**config.mk**
```make
export PLATFORM = sky130hd
export DESIGN_NAME = mod_count_detector
export DESIGN_NICKNAME = d
export VERILOG_FILES = /design/src/rtl/mod_count_detector.sv
export SDC_FILE = /design/constraint.sdc
export NUM_CORES = 1
export LEC_CHECK = 0
export ABC_AREA = 1
export CAP_MARGIN = 20
export CORE_AREA = 2 2 39 41
export CTS_CLUSTER_SIZE = 10
export DETAILED_ROUTE_END_ITERATION = 8
export DIE_AREA = 0 0 41 43
export PLACE_DENSITY_LB_ADDON = 0.15
export SLEW_MARGIN = 20
export SYNTH_ARGS = -nofsm -noshare
export SYNTH_HDL_FRONTEND = slang
export SYNTH_SLANG_ARGS = --single-unit
```
**constraint.sdc**
```tcl
create_clock -name clk -period 1.8 [get_ports clk]
set_input_delay 0.18 -clock clk [delete_from_list [all_inputs] [get_ports clk]]
set_output_delay 0.18 -clock clk [all_outputs]
set_load 0.02 [all_outputs]
```
**src/rtl/mod_count_detector.sv**
```systemverilog
// Serial ones/zeros residue monitor with Moore match flags.
// Optional framed mode is compiled in with `define MOD_COUNT_FRAME_EN.
module mod_count_detector #(
  parameter int MOD_1     = 2,
  parameter int MOD_0     = 2,
  parameter int TGT_1     = 0,
  parameter int TGT_0     = 0,
  parameter int FRAME_LEN = 8,
  localparam int W1 = $clog2(MOD_1),
  localparam int W0 = $clog2(MOD_0)
) (
  input  logic          clk,
  input  logic          reset_n,
  input  logic          in_valid,
  input  logic          in_bit,
  input  logic          clear,
  output logic          detected_1,
  output logic          detected_0,
  output logic [W1-1:0] count_1,
  output logic [W0-1:0] count_0
`ifdef MOD_COUNT_FRAME_EN
  ,
  output logic          frame_done,
  output logic          frame_det_1,
  output logic          frame_det_0
`endif
);

  generate
    if (MOD_1 < 2) begin : g_err_mod_1
      $error("mod_count_detector: MOD_1 must be >= 2");
    end
    if (MOD_0 < 2) begin : g_err_mod_0
      $error("mod_count_detector: MOD_0 must be >= 2");
    end
    if (TGT_1 < 0 || TGT_1 >= MOD_1) begin : g_err_tgt_1
      $error("mod_count_detector: TGT_1 must be in 0..MOD_1-1");
    end
    if (TGT_0 < 0 || TGT_0 >= MOD_0) begin : g_err_tgt_0
      $error("mod_count_detector: TGT_0 must be in 0..MOD_0-1");
    end
    if (FRAME_LEN < 1) begin : g_err_frame_len
      $error("mod_count_detector: FRAME_LEN must be >= 1");
    end
  endgenerate

  localparam logic [W1-1:0] MAX_1   = W1'(MOD_1 - 1);
  localparam logic [W0-1:0] MAX_0   = W0'(MOD_0 - 1);
  localparam logic [W1-1:0] TGT_1_W = W1'(TGT_1);
  localparam logic [W0-1:0] TGT_0_W = W0'(TGT_0);

  logic [W1-1:0] count_1_reg, count_1_next, inc_1;
  logic [W0-1:0] count_0_reg, count_0_next, inc_0;

`ifdef MOD_COUNT_FRAME_EN
  localparam int FW = (FRAME_LEN > 1) ? $clog2(FRAME_LEN) : 1;
  localparam logic [FW-1:0] F_LAST = FW'(FRAME_LEN - 1);

  logic [FW-1:0] frame_cnt_reg, frame_cnt_next;
  logic          frame_done_reg, frame_done_next;
  logic          frame_det_1_reg, frame_det_1_next;
  logic          frame_det_0_reg, frame_det_0_next;
`endif

  // State register
  always_ff @(posedge clk or negedge reset_n) begin
    if (!reset_n) begin
      count_1_reg     <= '0;
      count_0_reg     <= '0;
`ifdef MOD_COUNT_FRAME_EN
      frame_cnt_reg   <= '0;
      frame_done_reg  <= 1'b0;
      frame_det_1_reg <= 1'b0;
      frame_det_0_reg <= 1'b0;
`endif
    end else begin
      count_1_reg     <= count_1_next;
      count_0_reg     <= count_0_next;
`ifdef MOD_COUNT_FRAME_EN
      frame_cnt_reg   <= frame_cnt_next;
      frame_done_reg  <= frame_done_next;
      frame_det_1_reg <= frame_det_1_next;
      frame_det_0_reg <= frame_det_0_next;
`endif
    end
  end

  // Next state; '>=' on the wrap test lets an out-of-range residue fall back to 0
  always_comb begin
    inc_1        = (count_1_reg >= MAX_1) ? '0 : count_1_reg + W1'(1);
    inc_0        = (count_0_reg >= MAX_0) ? '0 : count_0_reg + W0'(1);
    count_1_next = count_1_reg;
    count_0_next = count_0_reg;
`ifdef MOD_COUNT_FRAME_EN
    frame_cnt_next   = frame_cnt_reg;
    frame_done_next  = 1'b0;
    frame_det_1_next = frame_det_1_reg;
    frame_det_0_next = frame_det_0_reg;
`endif
    if (clear) begin
      count_1_next = '0;
      count_0_next = '0;
`ifdef MOD_COUNT_FRAME_EN
      frame_cnt_next   = '0;
      frame_det_1_next = 1'b0;
      frame_det_0_next = 1'b0;
`endif
    end else if (in_valid) begin
      if (in_bit) begin
        count_1_next = inc_1;
      end else begin
        count_0_next = inc_0;
      end
`ifdef MOD_COUNT_FRAME_EN
      // Last bit of a frame: snapshot the post-update match, then restart from zero
      if (frame_cnt_reg >= F_LAST) begin
        frame_det_1_next = (count_1_next == TGT_1_W);
        frame_det_0_next = (count_0_next == TGT_0_W);
        frame_done_next  = 1'b1;
        count_1_next     = '0;
        count_0_next     = '0;
        frame_cnt_next   = '0;
      end else begin
        frame_cnt_next = frame_cnt_reg + FW'(1);
      end
`endif
    end
  end

  // Moore outputs
  always_comb begin
    detected_1 = (count_1_reg == TGT_1_W);
    detected_0 = (count_0_reg == TGT_0_W);
  end

  assign count_1 = count_1_reg;
  assign count_0 = count_0_reg;

`ifdef MOD_COUNT_FRAME_EN
  assign frame_done  = frame_done_reg;
  assign frame_det_1 = frame_det_1_reg;
  assign frame_det_0 = frame_det_0_reg;
`endif

endmodule

```
; After elaboration in Yosys (flattened, before gate mapping)
; Cells that the tools add are included.
[totals]
latch_bits = 0
ramBits = 0
register_bits = 2
mem_bits_ro = 0
output_inout_bits = 4
wordCells = 21
inputBits = 5
n_memories = 0
[classes]
bitwise_logic = 2
shift = 0
n_addsub = 2
n_eq_ne = 1
magnitude_cmp = 2
n_reduce_logical = 4
div_mod_pow = 0
n_mul = 0
mux = 8
[op_table]
columns = operator, n
row1 = 2-to-1 mux 1 bit, 8
row2 = AND reduction 2 bit, 2
row3 = nonzero test 2 bit, 2
row4 = "adder 1 bit, second input constant", 2
row5 = ">= comparator 1 bit, second input constant", 2
row6 = "!= test 2 x 1 -> 1 bit, second input constant", 1
row7 = inverter 1 bit, 2

; Depth between registers and ports, before layout
; Gate-level depths: netlist (run 1).
[depth]
ltp_word = 5
mapped_depth = 4

; Worst setup path after synthesis (run 1)
; No wires, ideal clock.
[synth_timing]
path_type = register to output
startpoint = reg count_0_reg (netlist: count_0)
endpoint = out detected_0
setup_slack_ns = 0.978
t_arrival_ns = 0.642
required_ns = 1.620
n_path_buf = 0
path_stages_with_launch = 2
cell_sequence = dfrtp_1 -> inv_1
[synth_between]
elab_chain_len = 1
[synth_rtl]
columns = element, line
row1 = "start, declared", 53  ; logic [W0-1:0] count_0_reg, count_0_next, inc_0;
row2 = "start signal, assigned", 78  ; count_0_reg <= count_0_next;
row3 = inverter 1 bit, 133  ; detected_0 = (count_0_reg == TGT_0_W);
row4 = "end, declared", 18  ; output logic detected_0,
; No other way between the ends.

; Worst setup path after layout (run 1)
; Ends and elaborated chain as after synthesis.

==> reports/qor.txt, run 1 <==
Fin nets = 32
Setup TNS = 0 ns
CP Data Required Time = 1.62 ns
Top delay family on crit path = buffers and inverters
CP max stage cell = clkdlybuf4s50_1
Starting DRT DRC Count = 2
Ratio of cells with drive above 1 in the final layout = 20.0%
Post-Synthesis Cell Area = 105 µm²
Worst EP arrival = 1.29 ns
CTS Hold Bufs = 0
Port bufs = 8
CP max stage delay = 0.59 ns
Starting Density = 7.59%
Status = finished, final reports clean
Die area = 1760 µm²
First-pass GRT wire length = 372 µm
Crit path kind = reg -> out
MaxCap Viol Count = 0
Crit path time final = 1.47 ns
Distinct cell type count after synthesis = 8
Endpoints failing hold = 0
Warnings, synthesis = 0
Pin count of the biggest net entering global routing = 5
Max_slew headroom = 85.7%
PwrDens = 840 nW/µm²
Area taken by multi-input logic gates = 40.0 µm²
Vias per cell = 2.98
Residual DRC = 0
Die Wd = 41 µm
Fillers = 155
Pin slew with the least headroom to its limit = 0.214 ns
Vias in the first global route = 104
DRT Wirelength = 298 µm
Placed cells = 38
# H-tree levels = 1
Post-DP HPWL = 218 µm
Clock Sinks = 2
Setup bufs post-CTS = 0
Fmax = 680 MHz
Type of origin of the critical path = flop
Top-level I/O count = 9
Unrepaired setup endpoints after global routing = false
Mapped Cells = 14
Worst-path cell chain = inv_1 > clkdlybuf4s50_1
CTS Root Cell = clkbuf_4
Synth Register Bits = 2
Mean routed wirelength per cell = 7.27 µm
Register area = 50.0 µm²
Peak supply drop = 0.000290 V
CTS resizes = 0
Pre-CTS setup slack = 0.562 ns
Setup Viol. Count Final = 0
Synthesized net count = 19
Clock-pin slew on the worst setup and hold paths = 0.03 ns
Syn Area/Cell = 7.51 µm²
Kind of end point of the critical path = primary output
Register area share after synthesis = 47.6%
Worst skew pair latency = 0.22 ns
Die Y = 43 µm
Utilization after layout = 16.5%
Placer Congestion = 0.521
Leakage = 0.000101 µW
Reg2Reg Setup Slack = 1.09 ns
Crit-path max FO = 4
Clock buffer count from CTS = 3
TritonCTS clock tree = yes
Gr ovfl total = 0
Non-filler cells, final = 41
Post-DRT Antenna Nets = 0
Synth-to-Final Area Change = 117%
Slew Limit Fails = 0
Layout Skew = 0 ns
FP Rows = 14
Via count = 122
Initial antenna violation count = 0
Period utilization = 81.7%
Worst Hold Class = in -> async
Setup WS post-layout = 0.329 ns
Crit path buffers/inverters = 2
CORE AREA = 1380 µm²
Drt pass-1 iters = 4
Global router's overall resource usage = 3.71%
CTS Buffer Depth = 2
Diode count = 0
## power breakdown
part | total, µW | internal [µW] | switching (µW)
Clock | 100 | 73.7 | 26.5
Sequential | 51.8 | 48.3 | 3.48
Combinational | 39.4 | 21.4 | 17.9
## Yosys cell counts
library cell	count	share of area (%)
a21oi_1	2	9.5
dfrtp_1	2	48
inv_1	3	11
inv_2	1	3.6
nand2_1	2	7.1
nand3_1	1	4.8
nand3_2	1	9.5
nor2_1	2	7.1
## logic make-up (layout without fill, tap and decap cells)
logic type             Yosys count  after routing  synth area share (%)
buffers and inverters            4             15                  14.3
AND/OR/NAND/NOR                  6              6                  28.6
flip-flops                       2              2                  47.6
AO/OA/AOI/OAI                    2              2                  9.52
## metal layers
layer  GRT usage, %  wire length [µm]
met4           6.00                 0
met5              0                 0
met1           4.50               125
met3           2.09                68
met2           3.13               105
## final cells by class
| cell class | count | share of cell area [%] |
|---|---|---|
| Sequential cell | 2 | 22.0 |
| Clock buffer | 3 | 9.89 |
| Tap cell | 16 | 8.79 |
| Multi-Input combinational cell | 8 | 17.6 |
| Timing Repair Buffer | 8 | 35.2 |
| Inverter | 4 | 6.59 |
## placed cells by master, fill, tap and decap left out
cell,n
nor2_1,2
clkdlybuf4s50_1,8
nand2_1,2
inv_2,1
nand3_2,1
a21oi_1,2
dfrtp_1,2
clkbuf_4,3
inv_1,3
nand3_1,1
## through the flow
stage / total power, µW / hold slack [ns] / instance area, µm²
final: 191 / 0.119 / 228
after global routing: 207 / 0.116 / 228
after CTS: 200 / 0.108 / 228
after detailed placement: 92.0 / 0.353 / 205
after global placement: 92.2 / 0.348 / 205
after floorplan: 67.3 / -0.116 / 105
## final timing paths
check	cells after the start	from	end
max	2	count_0$_DFFE_PN0P_	detected_0
min	1	reset_n	count_0$_DFFE_PN0P_
min reg2reg	2	count_1$_DFFE_PN0P_	count_1$_DFFE_PN0P_
max reg2reg	2	count_0$_DFFE_PN0P_	count_0$_DFFE_PN0P_
max in group asynchronous	1	reset_n	count_1$_DFFE_PN0P_
min in group clk	2	count_1$_DFFE_PN0P_	count_1$_DFFE_PN0P_
Power figures use the tool's default switching activity.
==> run 2: changes to the inputs <==
- clock period: 1.8 -> 1.3 ns (I/O delays scaled with it)
==> run 2 against run 1 <==
Effect of this change:
- wire length fell by 1.0%
- worst hold slack got worse by 0.050 ns
- register-to-register slack got worse by 0.49 ns
- sequential share of layout area increased by 0.49 points
- via count decreased by 4.1%
- critical endpoint unchanged
- largest power group unchanged
==> reports/qor.txt, run 2 (synthesis gave the netlist of run 1 again) <==
Status = finished, final reports clean
Top delay family on crit path = flip-flops
Setup bufs post-CTS = 0
Reg2Reg Setup Slack = 0.60 ns
Layout Skew = 0 ns
Global router's overall resource usage = 3.82%
Starting DRT DRC Count = 1
Most frequent cells in the layout = clkdlybuf4s50_1 (4), dlygate4sd2_1 (4), inv_1 (3), clkbuf_4 (3)
Fmax = 878 MHz
First-pass GRT wire length = 386 µm
Period utilization = 87.6%
Leakage = 0.000106 µW
Kind of end point of the critical path = primary output
Pin slew with the least headroom to its limit = 0.207 ns
Clock Sinks = 2
Starting Density = 7.59%
CORE AREA = 1380 µm²
Slew Limit Fails = 0
RR Endpoint = count_0$_DFFE_PN0P_
Vias in the first global route = 106
Synth-to-Final Area Change = 112%
Post-DRT Antenna Nets = 0
Placer Congestion = 0.506
R2R depth = 2
Worst skew pair latency = 0.22 ns
DRT Wirelength = 295 µm
CP max stage cell = dfrtp_1
CTS resizes = 4
Area taken by multi-input logic gates = 40.0 µm²
Via count = 117
Ratio of cells with drive above 1 in the final layout = 20.0%
Register area = 50.0 µm²
Endpoints failing hold = 0
Final hold slack = 0.0689 ns
Max_slew headroom = 86.2%
Setup Viol. Count Final = 0
Clock buffer count from CTS = 3
MaxCap Viol Count = 0
Die Y = 43 µm
CP Data Required Time = 1.17 ns
# H-tree levels = 1
Drt pass-1 iters = 2
Setup TNS = 0 ns
Initial antenna violation count = 0
Fillers = 158
Worst Hold Class = in -> async
Top-level I/O count = 9
Pin count of the biggest net entering global routing = 5
CTS Buffer Depth = 2
Crit path kind = reg -> out
Die Wd = 41 µm
R2R Path Start = count_0$_DFFE_PN0P_
CP max stage delay = 0.40 ns
Crit-path max FO = 4
Worst EP arrival = 1.01 ns
CTS Hold Bufs = 0
TritonCTS clock tree = yes
PwrDens = 1160 nW/µm²
Crit path time final = 1.14 ns
Type of origin of the critical path = flop
Peak supply drop = 0.000393 V
Diode count = 0
Clock-pin slew on the worst setup and hold paths = 0.03 ns
Gr ovfl total = 0
Port bufs = 8
Power consumption = 259 µW
Crit path buffers/inverters = 2
Worst-path cell chain = inv_1 > dlygate4sd2_1
Die area = 1760 µm²
Vias per cell = 2.85
Post-DP HPWL = 212 µm
CTS Root Cell = clkbuf_4
Fin nets = 32
FP Rows = 14
Unrepaired setup endpoints after global routing = false
Residual DRC = 0
Mean routed wirelength per cell = 7.20 µm
## run 2: changes by cell type in the layout (fill, tap and decap cells not counted)
cell	change
clkdlybuf4s50_1	-4
dlygate4sd2_1	+4
## run 2: where the power goes
part	internal, µW	total, µW	switching [µW]
Combinational	23.6	48.5	24.9
Clock	102	139	36.7
Sequential	66.9	71.5	4.60
Total	193	259	66.2
## run 2: worst max path at each step
stage               depth (start not counted)  slack, ns         end           startpoint
global placement                            2       0.11  detected_0  count_0$_DFFE_PN0P_
detailed placement                          2       0.12  detected_0  count_0$_DFFE_PN0P_
CTS                                         2       0.15  detected_0  count_0$_DFFE_PN0P_
global route                                2       0.11  detected_0  count_0$_DFFE_PN0P_
finish                                      2       0.16  detected_0  count_0$_DFFE_PN0P_
floorplan                                   1       0.53  detected_0  count_0$_DFFE_PN0P_
## run 2: final cells by class
class | count | area share, %
Multi-Input combinational cell | 8 | 18.0
Timing Repair Buffer | 8 | 33.7
Tap cell | 16 | 8.99
Clock buffer | 3 | 10.1
Sequential cell | 2 | 22.5
Inverter | 4 | 6.74
## run 2: metal layers
layer  vias to the layer above  part of all wire [%]  GRT usage (%)
met3                         0                    19           2.09
met1                        44                    46           4.50
met4                         0                     0           6.00
met2                         9                    34           3.44
met5                         -                     0              0
li1                         64                     -              -
## run 2: stage by stage
stage,instances,setup slack (ns),area [µm²],utilization [%]
after global routing,41,0.113,223,16.1
final,41,0.161,223,16.1
after floorplan,14,0.528,105,-
after global placement,38,0.111,205,14.8
after CTS,41,0.148,223,16.1
after detailed placement,38,0.121,205,14.8
==> run 3: changes to the inputs <==
- CTS_BUF_LIST: unset -> sky130_fd_sc_hd__clkbuf_8
==> run 3 against run 2 <==
Effect of this change:
- design area grew 8.4%
- clock power grew 76%
- highest routed layer unchanged
- worst setup slack gained 0.016 ns
- final cell count unchanged
- critical endpoint unchanged
- clock-buffer cell count unchanged
==> reports/qor.txt, run 3 (synthesis gave the netlist of run 1 again) <==
Status = finished, final reports clean
Vias in the first global route = 106
Starting DRT DRC Count = 1
Port bufs = 8
Die area = 1760 µm²
R2R Path Start = count_0$_DFFE_PN0P_
Worst Hold Class = in -> async
Mean routed wirelength per cell = 7.39 µm
Synth-to-Final Area Change = 130%
Layout Skew = 0 ns
# H-tree levels = 1
Fmax = 891 MHz
PwrDens = 1510 nW/µm²
Drt pass-1 iters = 2
P_sw = 78.1 µW
Unrepaired setup endpoints after global routing = false
Crit path time final = 1.12 ns
Crit-path max FO = 4
Residual DRC = 0
Fin nets = 32
Kind of end point of the critical path = primary output
DRT Wirelength = 303 µm
Ratio of cells with drive above 1 in the final layout = 20.0%
Pin count of the biggest net entering global routing = 5
First-pass GRT wire length = 386 µm
Switch share = 21.4%
Reg power frac = 19.6%
Via count = 118
Combinational share of power = 13.3%
Utilization after layout = 17.5%
Max_slew headroom = 86.2%
Type of origin of the critical path = flop
Starting Density = 7.59%
Leakage = 0.000114 µW
Initial antenna violation count = 0
Clock network fraction of total power = 67.1%
Period utilization = 86.3%
FP Rows = 14
Setup Viol. Count Final = 0
CORE AREA = 1380 µm²
Placer Congestion = 0.506
Die Y = 43 µm
Global router's overall resource usage = 3.82%
MaxCap Viol Count = 0
Vias per cell = 2.88
CP Data Required Time = 1.17 ns
Setup TNS = 0 ns
Worst skew pair latency = 0.21 ns
Endpoints failing hold = 0
Crit path kind = reg -> out
Peak supply drop = 0.000582 V
TritonCTS clock tree = yes
Worst EP arrival = 0.99 ns
CTS Buffer Depth = 2
Clock buffer count from CTS = 3
Post-DP HPWL = 212 µm
Most frequent cells in the layout = clkdlybuf4s50_1 (4), dlygate4sd2_1 (4), inv_1 (3), clkbuf_8 (3)
Gr ovfl total = 0
Die Wd = 41 µm
Pin slew with the least headroom to its limit = 0.207 ns
Setup bufs post-CTS = 0
CTS Root Cell = clkbuf_8
Setup crit start = count_0$_DFFE_PN0P_
Slew Limit Fails = 0
P_int = 286 µW
Top-level I/O count = 9
Diode count = 0
Post-DRT Antenna Nets = 0
Clock-pin slew on the worst setup and hold paths = 0.03 ns
Clock Sinks = 2
run 3: worst max-delay path, cell delays in order, from the launching register on:
cell,delay [ns]
dfrtp_1,0.40
inv_1,0.06
dlygate4sd2_1,0.32
run 3: path summary, 6_finish.rpt:
kind | end | slack, ns | cells after the start
worst min-delay path | count_0$_DFFE_PN0P_ | 0.08 | 1
worst max register to register | count_0$_DFFE_PN0P_ | 0.60 | 2
min in group clk | count_0$_DFFE_PN0P_ | 0.57 | 4
max in group asynchronous | count_1$_DFFE_PN0P_ | 1.10 | 1
worst max-delay path | detected_0 | 0.18 | 2
worst min register to register | count_1$_DFFE_PN0P_ | 0.57 | 2
run 3: per-layer routing:
metal	vias up	part of all wire, %	track usage [%]
met1	45	48	4.50
li1	64	-	-
met4	0	0	6.00
met3	0	18	2.09
met2	9	33	3.44
met5	-	0	0
run 3: final cells by class:
cell class,instances,area [µm²]
Multi-Input combinational cell,8,40.0
Clock buffer,3,41.3
Fill cell,161,1140
Sequential cell,2,50.0
Tap cell,16,20.0
Timing Repair Buffer,8,75.1
Inverter,4,15.0
run 3: per-stage QoR:
stage                     total power (µW)  instance area, µm²  hold slack (ns)  std cells  worst slack [ns]
after floorplan                       93.2                 105           -0.166         14             0.528
after global placement                 128                 205            0.299         38             0.111
after detailed placement               127                 205            0.303         38             0.121
after CTS                              376                 241           0.0789         41             0.169
after global routing                   383                 241           0.0894         41             0.137
final                                  365                 241           0.0839         41             0.177
run 3: timing repair:
item                                    in CTS  in global routing
endpoints found under the setup margin       4                  0
gates resized for setup                      4                  0
hold buffers                                 0                  0
run 3: power by group through the flow:
stage          Clock [µW]  Combinational [µW]  Sequential (µW)
6_report              244                48.5             71.6
3_3_place_gp            0                55.4             72.4
5_1_grt               257                53.8             72.1
3_5_place_dp            0                55.1             72.2
4_1_cts               256                49.1             71.4
2_1_floorplan           0                16.3             76.9
